$ cat src/rtl/squid_rs_encoder.sv
// squid_rs_encoder
// ----------------
// Streaming systematic Reed-Solomon encoder over GF(16).
// The field uses x^4+x+1 with alpha = 2, and the generator is
// g(x) = (x+a)(x+a^2) = x^2 + 6x + 8.
// Each codeword is K data symbols, passed through unchanged, followed by the
// two parity symbols p1 and p0. A receiver computing S1 = c(a) and S2 = c(a^2)
// over any codeword produced here sees zero for both.
//
// Ports
//   clk        : clock, rising edge
//   rst_n      : synchronous active-low reset
//   in_valid   : in_data carries a data symbol
//   in_data    : data symbol, highest-degree coefficient first
//   in_ready   : encoder takes in_data this cycle
//   out_valid  : out_data carries a codeword symbol
//   out_data   : codeword symbol (K data, then p1, then p0)
//   out_last   : high with out_valid on p0
//   out_ready  : downstream takes out_data this cycle
//   busy       : a codeword is in flight (first data accepted .. p0 handed off)

module squid_rs_encoder #(
  parameter int K = 13
) (
  input  logic       clk,
  input  logic       rst_n,
  input  logic       in_valid,
  input  logic [3:0] in_data,
  output logic       in_ready,
  output logic       out_valid,
  output logic [3:0] out_data,
  output logic       out_last,
  input  logic       out_ready,
  output logic       busy
);

  typedef enum logic [1:0] {
    S_DATA = 2'd0,
    S_PAR1 = 2'd1,
    S_PAR0 = 2'd2
  } state_t;

  localparam logic [3:0] CNT_LAST = 4'(K - 1);

  // Multiply by alpha: shift left, and fold x^4 back in as x+1.
  function automatic logic [3:0] gf_x2(input logic [3:0] a);
    return {a[2:0], 1'b0} ^ {2'b00, a[3], a[3]};
  endfunction

  // 6 = alpha^2 + alpha, so the product is the XOR of both scaled copies.
  function automatic logic [3:0] gf_x6(input logic [3:0] a);
    return gf_x2(gf_x2(a)) ^ gf_x2(a);
  endfunction

  // 8 = alpha^3.
  function automatic logic [3:0] gf_x8(input logic [3:0] a);
    return gf_x2(gf_x2(gf_x2(a)));
  endfunction

  state_t     state_q, state_d;
  logic [3:0] cnt_q, cnt_d;
  logic [3:0] r1_q, r1_d;
  logic [3:0] r0_q, r0_d;
  logic [3:0] out_data_q, out_data_d;
  logic       out_valid_q, out_valid_d;
  logic       out_last_q, out_last_d;

  logic       slot_free;
  logic       accept;
  logic [3:0] fb;

  // The output register can take a new symbol when it is empty or being
  // drained this cycle.
  assign slot_free = !out_valid_q || out_ready;

  // Held low while reset is asserted so nothing is offered before the
  // registers hold known values.
  assign in_ready  = rst_n && (state_q == S_DATA) && slot_free;
  assign accept    = in_valid && in_ready;

  assign fb        = in_data ^ r1_q;

  assign out_valid = out_valid_q;
  assign out_data  = out_data_q;
  assign out_last  = out_last_q;

  // A loaded-but-not-taken p0 keeps busy high after the FSM has returned to
  // DATA with the counter cleared.
  assign busy = (state_q != S_DATA) || (cnt_q != 4'd0) ||
                (out_valid_q && out_last_q);

  always_comb begin
    state_d    = state_q;
    cnt_d      = cnt_q;
    r1_d       = r1_q;
    r0_d       = r0_q;
    out_data_d = out_data_q;
    out_valid_d = out_valid_q;
    out_last_d = out_last_q;

    if (slot_free) begin
      out_valid_d = 1'b0;
      out_last_d  = 1'b0;
    end

    unique case (state_q)
      S_DATA: begin
        if (accept) begin
          out_data_d  = in_data;
          out_valid_d = 1'b1;
          out_last_d  = 1'b0;
          r1_d        = r0_q ^ gf_x6(fb);
          r0_d        = gf_x8(fb);
          if (cnt_q == CNT_LAST) begin
            cnt_d   = 4'd0;
            state_d = S_PAR1;
          end else begin
            cnt_d   = cnt_q + 4'd1;
          end
        end
      end
      S_PAR1: begin
        if (slot_free) begin
          out_data_d  = r1_q;
          out_valid_d = 1'b1;
          out_last_d  = 1'b0;
          state_d     = S_PAR0;
        end
      end
      S_PAR0: begin
        if (slot_free) begin
          out_data_d  = r0_q;
          out_valid_d = 1'b1;
          out_last_d  = 1'b1;
          // Clear here so the next codeword starts from a zero remainder
          // even when it is accepted on the very next cycle.
          r1_d        = 4'd0;
          r0_d        = 4'd0;
          state_d     = S_DATA;
        end
      end
      default: begin
        state_d = S_DATA;
      end
    endcase
  end

  always_ff @(posedge clk) begin
    if (!rst_n) begin
      state_q     <= S_DATA;
      cnt_q       <= 4'd0;
      r1_q        <= 4'd0;
      r0_q        <= 4'd0;
      out_data_q  <= 4'd0;
      out_valid_q <= 1'b0;
      out_last_q  <= 1'b0;
    end else begin
      state_q     <= state_d;
      cnt_q       <= cnt_d;
      r1_q        <= r1_d;
      r0_q        <= r0_d;
      out_data_q  <= out_data_d;
      out_valid_q <= out_valid_d;
      out_last_q  <= out_last_d;
    end
  end

endmodule

$ cat config.mk
export PLATFORM = sky130hd
export DESIGN_NAME = squid_rs_encoder
export DESIGN_NICKNAME = d
export VERILOG_FILES = /design/src/rtl/squid_rs_encoder.sv
export SDC_FILE = /design/constraint.sdc
export NUM_CORES = 1
export LEC_CHECK = 0
export CORE_ASPECT_RATIO = 1.25
export CORE_MARGIN = 2
export CORE_UTILIZATION = 30
export DETAILED_ROUTE_END_ITERATION = 12
export MAX_ROUTING_LAYER = met4
export PLACE_DENSITY = 0.51
export SKIP_CTS_REPAIR_TIMING = 1
export SLEW_MARGIN = 20
export SYNTH_ARGS = -nofsm -noshare
export SYNTH_HDL_FRONTEND = slang
export SYNTH_SLANG_ARGS = --single-unit
$ cat constraint.sdc
create_clock -name clk -period 1.6 [get_ports clk]
set_input_delay 0.32 -clock clk [delete_from_list [all_inputs] [get_ports clk]]
set_output_delay 0.32 -clock clk [all_outputs]
set_load 0.005 [all_outputs]
# Yosys cells after proc, flatten, opt, wreduce, memory -nomap -nowiden
# Index checks and enable logic that the tools add are counted.
[word_totals]
regBits = 20
inputBits = 8
out_inout_bits = 8
elab_cells = 63
[classes]
add_sub_neg = 1
n_eq_ne = 7
mux = 24
n_bitwise = 6
n_reduce_logical = 18
[op_table]
columns = ["op", "n"]
rows = [
  ["2-to-1 mux 4 bit", 7],
  ["case mux 4 bit (2 select lines)", 2],
  ["case mux 4 bit (3 select lines)", 1],
  ["XOR 4 x 2 -> 4 bit", 3],
  ["XOR 4 bit", 3],
  ["2-to-1 mux 2 bit", 4],
  ["AND reduction 4 bit", 2],
  ["2-to-1 mux 1 bit", 7],
  ["inequality test 2 bit, second input constant", 3],
  ["case mux 2 bit (3 select lines)", 1],
  ["adder 4 x 1 -> 4 bit, second input constant", 1],
  ["== test 4 bit, second input constant", 1],
  ["logical AND 1 bit", 4],
  ["nonzero test 2 bit", 2],
  ["nonzero test 4 bit", 1],
  ["logical OR 1 bit", 3],
  ["case mux 1 bit (3 select lines)", 1],
  ["AND reduction 3 bit", 1],
  ["nonzero test 3 bit", 1],
  ["== test 2 x 1 -> 1 bit, second input constant", 1],
  ["== test 2 bit, second input constant", 1],
  ["zero test 2 bit", 1],
  ["inequality test 2 x 1 -> 1 bit, second input constant", 1],
  ["case mux 1 bit (2 select lines)", 1],
  ["other kinds (3)", 3],
]

# Longest topological paths before layout
# Gate-level depths: netlist of the first run.
[depth]
ltp_word = 7
depth_mapped = 8
depth_no_buf = 6

# Worst setup path after synthesis of the first run
# Ideal clock, no wire load.
[synth_path]
path_kind = "register to register"
from = "reg state_q[0]"
to = "reg r1_q[2]"
setup_time_ns = 0.117
arrival_ns = 1.554
required_time_ns = 1.483
slack_ns = -0.072
path_stages_with_launch = 9
synth_period_minus_slack_ns = 1.672
cell_sequence = "dfxtp_1 > inv_1 > ha_1 > buf_6 > and3_1 > o21ai_2 > buf_6 > nor3_1 > a32o_1"
[synth_between]
elab_chain_cells = 6
elab_cells_between_ends = 10
classes_between = "eq/ne: 3; mux: 1; reduce/logical: 6"
[synth_lines]
columns = ["element", "line", "source"]
rows = [
  ["from (decl)", "60", "state_t state_q, state_d;"],
  ["from (signal assigned)", "158", "state_q <= state_d;"],
  ["zero test 2 bit", "78, 106", ""],
  ["logical AND 1 bit (2 in series)", "78", "assign in_ready = rst_n && (state_q == S_DATA) && slot_free;"],
  ["logical AND 1 bit", "79", "assign accept = in_valid && in_ready;"],
  ["inequality test 2 bit (no source line)", "n/a", ""],
  ["AND reduction 3 bit (no source line)", "n/a", ""],
  ["to (signal assigned)", "160", "r1_q <= r1_d;"],
  ["to (decl)", "62", "logic [3:0] r1_q, r1_d;"],
]
# Several ways; a longest one is shown, not always the timed one.
# A chain may end at the register's enable or synchronous reset.

# Final worst setup path of the first run
[layout_path]
from = "in out_ready"
to = "reg cnt_q[2]"
[layout_between]
elab_chain_cells = 4
[layout_lines]
columns = ["element", "line", "source"]
rows = [
  ["from (decl)", "33", "input logic out_ready,"],
  ["logical OR 1 bit", "74", "assign slot_free = !out_valid_q || out_ready;"],
  ["logical AND 1 bit", "78", ""],
  ["logical AND 1 bit", "79", ""],
  ["AND reduction 2 bit (no source line)", "n/a", ""],
  ["to (signal assigned)", "159", "cnt_q <= cnt_d;"],
  ["to (decl)", "61", "logic [3:0] cnt_q, cnt_d;"],
]
# No other way between the ends.

==> impl_metrics.env, run 1 <==
export IMPL_slew_headroom_pct=67.0
export IMPL_num_antenna_cells=0
export IMPL_drc=0
export IMPL_powerDensity_mw_per_mm2=740
export IMPL_via_per_inst=5.00
export IMPL_place_gp_congestion=0.858
export IMPL_max_clock_freq_mhz=641
export IMPL_drt_iter0_markers=51
export IMPL_die_area_mm2=0.00453
export IMPL_end_kind="register"
export IMPL_grt_usage_pct=14.2
export IMPL_cts_tree="built"
export IMPL_synthTopCellsByArea="dfxtp_1 (33%), ha_1 (8.3%), xnor2_1 (8.0%), a21oi_1 (6.2%), o21ai_0 (4.2%)"
export IMPL_cp_arrival_ps=1750
export IMPL_grt_pass1_vias=1075
export IMPL_clkSlewWorstSetupHoldPaths_ps=80
export IMPL_ant_nets=0
export IMPL_rows=25
export IMPL_ctsHtreeMaxLevel=1
export IMPL_dpl_instance_area_mm2=0.00157
export IMPL_period_share_pct=97.6
export IMPL_ys_types=37
export IMPL_synthCells=133
export IMPL_rsz0062_at_grt="yes"
export IMPL_hold_path_class="reg2reg"
export IMPL_grt_max_degree=17
export IMPL_synth_ff_latch_count=20
export IMPL_clkLatencyLatePin_ps=250
export IMPL_cts_made_buffers=3
export IMPL_clockBufferDepth=2
export IMPL_period_minus_slack_ps=1560
export IMPL_wire_per_inst_um=13.1
export IMPL_nFillCells=396
export IMPL_synth_nets=149
export IMPL_netlist_area_leader_share_pct=33.3
export IMPL_syn_to_final_growth_pct=39.5
export IMPL_syn_area_per_cell_um2=9.04
export IMPL_io_buffer_count=15
export IMPL_tightest_slew_ps=494
export IMPL_syn_area_mm2=0.00120
export IMPL_p_leak_uw=0.000657
export IMPL_ioPinCount=16
export IMPL_chipWidth_um=60.6
export IMPL_setup_viol=0
export IMPL_power_uw=1240
export IMPL_root_buffer="clkbuf_8"
export IMPL_grt_pass1_wl_um=4780
export IMPL_fin_skew_ps=3.54
export IMPL_crit_fanout=7
export IMPL_seq_area_frac_synth_pct=33.3
export IMPL_synth_warnings=0
export IMPL_crit_type="in2reg"
export IMPL_drive_above_1_share_pct=24.7
export IMPL_maxCapViolCount=0
export IMPL_hpwl_um=2260
export IMPL_setup_ws_ps=38.9
export IMPL_ir_worst_vdd_v=0.000358
export IMPL_critPathLaunchType="primary input"
export IMPL_wirelength_um=2930
export IMPL_hold_viol=0
export IMPL_status="finished, final reports clean"
export IMPL_final_area_mm2=0.00168
export IMPL_yosys_area_top_type="dfxtp_1"
export IMPL_vias=1119
export IMPL_cts_sinks=20
export IMPL_dr_pass1_iters=4
export IMPL_crit_required_ps=1790
export IMPL_drv_slew=0
export IMPL_core_mm2=0.00382
export IMPL_dieHeight_um=74.8
export IMPL_grt_antenna_before_repair=0
export IMPL_start_util_pct=31.5
export IMPL_post_place_ws_ps=-281
export IMPL_overflow=0
export IMPL_fin_nets=187
[logic make-up (layout without fill, tap and decap cells)]
logic type                 Yosys count  after routing  synth area share, %
AOI/OAI and AO/OA                   45             45                 25.5
and+or+nand+nor                     33             33                 14.9
DFF                                 20             20                 33.3
adders and majority gates            8              8                 8.32
muxes                                2              2                 1.66
xor gates and xnor gates            13             13                 10.7
buffers and inverters               12             49                 5.62
[path summary, 6_finish.rpt]
| check | end | cells after the start | start | slack [ps] |
|---|---|---|---|---|
| worst max-delay path | cnt_q[2] | 6 | out_ready | 40 |
| worst min-delay path | out_data[1] | 2 | out_data[1] | 480 |
| worst max register to register | r1_q[2] | 6 | state_q[1] | 90 |
| worst min register to register | out_data[1] | 2 | out_data[1] | 480 |
[registers in the layout, indices dropped and copies added, names as in the netlist]
register,flops
cnt_q,4
out_data,4
r0_q,4
r1_q,4
state_q,2
out_last,1
out_valid,1
[placed cells by master, fill, tap and decap left out, types with 2 or more instances in the layout]
cell type | Yosys | layout
xnor2_1 | 11 | 11
nand2_1 | 7 | 7
nand4_1 | 2 | 2
nor2_1 | 7 | 6
dfxtp_1 | 20 | 19
mux2i_1 | 2 | 2
clkbuf_8 | 0 | 4
o21ai_0 | 10 | 9
nand3b_1 | 2 | 2
xnor2_2 | 2 | 2
and3_1 | 2 | 2
clkdlybuf4s50_1 | 0 | 12
inv_1 | 5 | 3
a21oi_1 | 15 | 15
ha_1 | 8 | 6
nand3_1 | 3 | 2
inv_2 | 0 | 2
dlymetal6s2s_1 | 0 | 3
o2111ai_1 | 4 | 4
a221o_1 | 4 | 4
a32o_1 | 4 | 4
or3_1 | 3 | 3
buf_4 | 2 | 24
[final cells by class]
type	count	area (µm²)	share of cell area, %
sequential	20	402	23.9
inverter	6	22.5	1.34
multi-input combinational	101	793	47.3
clock buffer	4	55.1	3.28
tap	54	67.6	4.03
timing repair buffer	39	338	20.1
[worst max-delay path: stages]
cell and delay (ps):
clkdlybuf4s50_1 480, nand2b_4 130, buf_4 160, nand4_1 120, or3b_1 390, a21oi_1 150
[power breakdown]
group          internal, µW  total [µW]  switching (µW)  leakage, µW
combinational           170         294             124     0.000465
sequential              528         559            30.8     0.000163
clock                   219         390             171    0.0000288
total                   917        1240             326     0.000657
[per-layer routing]
layer	share of wire, %	vias up	track usage [%]
met2	50	22	23.8
met1	44	531	17.5
li1	-	562	-
met3	4.0	4	2.23
met5	0	-	-
met4	1.2	0	3.86
[cells in the mapped netlist]
cell,instances
a221oi_1,1
and2b_1,1
nand2_1,7
a32o_1,4
nor2b_1,1
o21ba_2,1
nor3_1,1
a221o_1,4
inv_1,5
o21ai_0,10
buf_4,2
or3_1,3
xnor2_1,11
o21bai_1,1
o2111ai_1,4
buf_6,2
or4_1,1
or3b_1,1
o31a_1,1
mux2i_1,2
dfxtp_1,20
o31ai_1,1
o21a_1,1
nor2_1,7
xnor2_2,2
nand4_1,2
nand2b_1,1
a21o_1,1
clkbuf_1,2
clkinv_1,1
o21ai_2,1
nand4bb_1,1
nand3b_1,2
a21oi_1,15
and3_1,2
ha_1,8
nand3_1,3
[metrics by stage]
stage | hold WS [ps] | cells | util (%) | setup TNS [ps]
floorplan | 457 | 133 | - | 0
global placement | 471 | 221 | 41.0 | -3520
CTS | 488 | 225 | 42.5 | -1010
detailed placement | 477 | 221 | 41.0 | -3900
global route | 507 | 224 | 44.0 | -60.9
finish | 484 | 224 | 44.0 | 0
No activity file was read; power rests on OpenSTA's default activity.
==> run 2, diff against run 1 <==
- SLEW_MARGIN: 20 -> 40
- TNS_END_PERCENT: unset -> 20
==> impl_metrics.env, run 2 (synthesized netlist as in run 1, its figures left out) <==
export IMPL_p_sw_share_pct=26.2
export IMPL_rows=25
export IMPL_die_area_mm2=0.00453
export IMPL_ioPinCount=16
export IMPL_period_minus_slack_ps=1560
export IMPL_ctsHtreeMaxLevel=1
export IMPL_crit_type="in2reg"
export IMPL_powerDensity_mw_per_mm2=737
export IMPL_fin_skew_ps=3.33
export IMPL_wire_per_inst_um=13.1
export IMPL_cp_arrival_ps=1750
export IMPL_hold_viol=0
export IMPL_intPower_uw=919
export IMPL_p_clk_share_pct=31.2
export IMPL_cts_sinks=20
export IMPL_wirelength_um=2940
export IMPL_root_buffer="clkbuf_8"
export IMPL_critPathLaunchType="primary input"
export IMPL_grt_pass1_wl_um=4780
export IMPL_io_buffer_count=15
export IMPL_power_switching_uw=326
export IMPL_slew_headroom_pct=66.9
export IMPL_clockBufferDepth=2
export IMPL_overflow=0
export IMPL_dp_cells=221
export IMPL_period_share_pct=97.8
export IMPL_hold_path_class="reg2reg"
export IMPL_drt_iter0_markers=46
export IMPL_crit_fanout=7
export IMPL_chipWidth_um=60.6
export IMPL_dpl_instance_area_mm2=0.00157
export IMPL_syn_to_final_growth_pct=40.5
export IMPL_tightest_slew_ps=495
export IMPL_dr_pass1_iters=4
export IMPL_rsz0062_at_grt="yes"
export IMPL_hpwl_um=2260
export IMPL_grt_max_degree=17
export IMPL_drive_above_1_share_pct=25.1
export IMPL_nFillCells=395
export IMPL_core_mm2=0.00382
export IMPL_drc=0
export IMPL_grt_pass1_vias=1075
export IMPL_status="finished, final reports clean"
export IMPL_vias=1115
export IMPL_fin_nets=188
export IMPL_fin_cells=225
export IMPL_fin_hold_ws_ps=484
export IMPL_end_kind="register"
export IMPL_r2r_slack_ps=60
export IMPL_grt_usage_pct=14.2
export IMPL_ir_worst_vdd_v=0.000358
export IMPL_setup_viol=0
export IMPL_final_area_mm2=0.00169
export IMPL_seqPwrFrac_pct=44.9
export IMPL_max_clock_freq_mhz=639
export IMPL_via_per_inst=4.96
export IMPL_start_util_pct=31.5
export IMPL_combPwrFrac_pct=23.9
export IMPL_clkSlewWorstSetupHoldPaths_ps=80
export IMPL_ant_nets=0
export IMPL_crit_required_ps=1790
export IMPL_clkLatencyLatePin_ps=250
export IMPL_p_leak_uw=0.000663
export IMPL_maxCapViolCount=0
export IMPL_final_cell_mix="buf_4 (24), dfxtp_1 (19), a21oi_1 (15)"
export IMPL_cts_made_buffers=3
export IMPL_layout_commonest_cell="buf_4"
export IMPL_grt_antenna_before_repair=0
export IMPL_place_gp_congestion=0.858
export IMPL_num_antenna_cells=0
export IMPL_cts_tree="built"
export IMPL_drv_slew=0
export IMPL_dieHeight_um=74.8
==> run 2: cell types whose count changed in the layout (fill, tap and decap cells not counted) <==
cell / previous run / this run
buf_6: 0 / 1
==> run 2: power by group through the flow <==
stage	clock network, µW	registers (µW)	logic (µW)
after floorplan	0	563	189
after detailed placement	0	570	293
after global routing	420	562	327
after CTS	396	558	295
after global placement	0	568	291
final	388	559	298
==> run 2: critical path, stage by stage <==
cell	delay (ps)
clkdlybuf4s50_1	480
nand2b_4	130
buf_4	160
nand4_1	130
or3b_1	390
a21oi_1	150
==> run 2: stage by stage <==
step / worst slack (ps) / TNS, ps / power [µW] / util (%)
2_1_floorplan: 19.9 / 0 / 752 / -
3_3_place_gp: -263 / -3520 / 859 / 41.0
3_5_place_dp: -281 / -3900 / 863 / 41.0
4_1_cts: -331 / -1010 / 1250 / 42.5
5_1_grt: -21.9 / -71.9 / 1310 / 44.3
6_report: 35.9 / 0 / 1240 / 44.3
==> run 2: layout make-up <==
type	count	area [µm²]	share of cell area (%)
multi-input cells	101	793	47.0
inverters	6	22.5	1.33
well taps	54	67.6	4.00
flip-flops and latches	20	402	23.8
repair buffers	40	349	20.7
clock buffers	4	55.1	3.26
==> run 2: path summary, 6_finish.rpt <==
check | start | cells after the start | to
setup / recovery | out_ready | 6 | cnt_q[2]
hold / removal | out_data[1] | 2 | out_data[1]
hold reg to reg | out_data[1] | 2 | out_data[1]
setup reg to reg | state_q[1] | 7 | r0_q[0]
==> run 2: layer usage <==
metal | vias to the layer above | global-route usage [%] | wire (µm)
met5 | - | - | 0
met4 | 0 | 3.86 | 36
met3 | 4 | 2.23 | 81
met2 | 19 | 23.8 | 1480
met1 | 528 | 17.5 | 1340
li1 | 564 | - | -
==> run 3, diff against run 2 <==
- CORE_ASPECT_RATIO: 1.25 -> 0.7
- HOLD_SLACK_MARGIN: unset -> 0.15
==> impl_metrics.env, run 3 (synthesized netlist as in run 1, its figures left out) <==
export IMPL_drc=0
export IMPL_die_area_mm2=0.00454
export IMPL_dr_max_layer_used="met4"
export IMPL_layout_commonest_cell="buf_4"
export IMPL_hold_path_class="reg2reg"
export IMPL_end_kind="register"
export IMPL_holdPathStages=2
export IMPL_regArea_um2=403
export IMPL_rsz0062_at_grt="yes"
export IMPL_min_from="out_data[3]"
export IMPL_slowest_delay_ps=490
export IMPL_clkSlewWorstSetupHoldPaths_ps=80
export IMPL_tightest_slew_ps=336
export IMPL_hold_viol=0
export IMPL_maxCapViolCount=0
export IMPL_period_share_pct=97.6
export IMPL_drive_above_1_share_pct=25.4
export IMPL_io_buffer_count=15
export IMPL_setup_ws_ps=38.8
export IMPL_critPathLaunchType="primary input"
export IMPL_num_antenna_cells=0
export IMPL_chipWidth_um=79.7
export IMPL_ir_worst_vdd_v=0.000330
export IMPL_clockBufferDepth=2
export IMPL_slew_headroom_pct=77.5
export IMPL_p_leak_uw=0.000662
export IMPL_fin_hold_ws_ps=479
export IMPL_vias=1110
export IMPL_final_cell_mix="buf_4 (22), dfxtp_1 (18), a21oi_1 (15)"
export IMPL_fin_nets=186
export IMPL_setup_viol=0
export IMPL_core_mm2=0.00387
export IMPL_drt_iter0_markers=94
export IMPL_wl_met3_um=89
export IMPL_crit_chain="clkdlybuf4s50_1 -> nand2b_4 -> buf_4 -> nand4_1 -> or3b_1 -> a21oi_1"
export IMPL_crit_required_ps=1800
export IMPL_r2r_end="state_q[0]"
export IMPL_syn_to_final_growth_pct=39.2
export IMPL_cp_arrival_ps=1760
export IMPL_dr_pass1_iters=4
export IMPL_cts_made_buffers=3
export IMPL_r2r_slack_ps=60
export IMPL_grt_antenna_before_repair=0
export IMPL_nFillCells=372
export IMPL_critPathSlowestCell="clkdlybuf4s50_1"
export IMPL_cts_tree="built"
export IMPL_max_clock_freq_mhz=641
export IMPL_wirelength_um=3050
export IMPL_met2_length_um=1320
export IMPL_place_gp_congestion=0.854
export IMPL_multi_input_area_um2=795
export IMPL_via_per_inst=5.02
export IMPL_ctsHtreeMaxLevel=1
export IMPL_grt_pass1_wl_um=4880
export IMPL_period_minus_slack_ps=1560
export IMPL_start_util_pct=31.0
export IMPL_r2r_cells=7
export IMPL_min_to="out_data[3]"
export IMPL_clkLatencyLatePin_ps=260
export IMPL_fin_setup_tns_ps=0
export IMPL_crit_fanout=7
export IMPL_drt_met1_wl_um=1610
export IMPL_grt_pass1_vias=1031
export IMPL_root_buffer="clkbuf_8"
export IMPL_post_place_ws_ps=-321
export IMPL_status="finished, final reports clean"
export IMPL_grt_max_degree=17
export IMPL_ant_nets=0
export IMPL_dieHeight_um=57.0
export IMPL_rows=19
export IMPL_wire_per_inst_um=13.8
export IMPL_fin_skew_ps=2.27
export IMPL_crit_type="in2reg"
export IMPL_worstSetupStartpoint="out_ready"
export IMPL_cts_sinks=20
export IMPL_grt_usage_pct=14.2
export IMPL_overflow=0
export IMPL_drv_slew=0
export IMPL_r2r_start="cnt_q[0]"
export IMPL_hpwl_um=2320
export IMPL_powerDensity_mw_per_mm2=754
export IMPL_ioPinCount=16
[run 3: where the power goes]
part	switching, µW	internal, µW
registers	32.2	528
logic	132	176
clock network	175	219
total	339	922
[run 3: cell type report]
type                            instances  share of cell area (%)
Clock buffer                            4                    3.29
Timing Repair Buffer                   38                    20.0
Tap cell                               52                    3.89
Sequential cell                        20                    24.1
Multi-Input combinational cell        101                    47.5
Inverter                                6                    1.35
[run 3: worst max-delay path: cells and delay by family]
kind | cells | cell delay, ps
compound gates | 1 | 140
buf+inv | 2 | 640
simple gates | 3 | 650
[run 3: worst max path at each step]
stage	end	depth (start not counted)
final	cnt_q[2]	6
after floorplan	r0_q[2]	8
after global routing	out_data[1]	7
after detailed placement	in_ready	4
after global placement	in_ready	4
after CTS	in_ready	4
[run 3: per-layer routing]
| layer | vias to the layer above | global-route usage (%) |
|---|---|---|
| met1 | 525 | 20.9 |
| li1 | 558 | - |
| met3 | 4 | 2.37 |
| met5 | - | - |
| met2 | 23 | 19.1 |
| met4 | 0 | 5.91 |
[run 3: per-stage QoR]
step | total power (µW) | std cells | util [%] | area, µm²
global placement | 859 | 217 | 40.0 | 1550
floorplan | 752 | 133 | - | 1210
global route | 1320 | 221 | 43.2 | 1670
finish | 1260 | 221 | 43.2 | 1670
CTS | 1260 | 221 | 41.4 | 1600
detailed placement | 861 | 217 | 40.0 | 1550
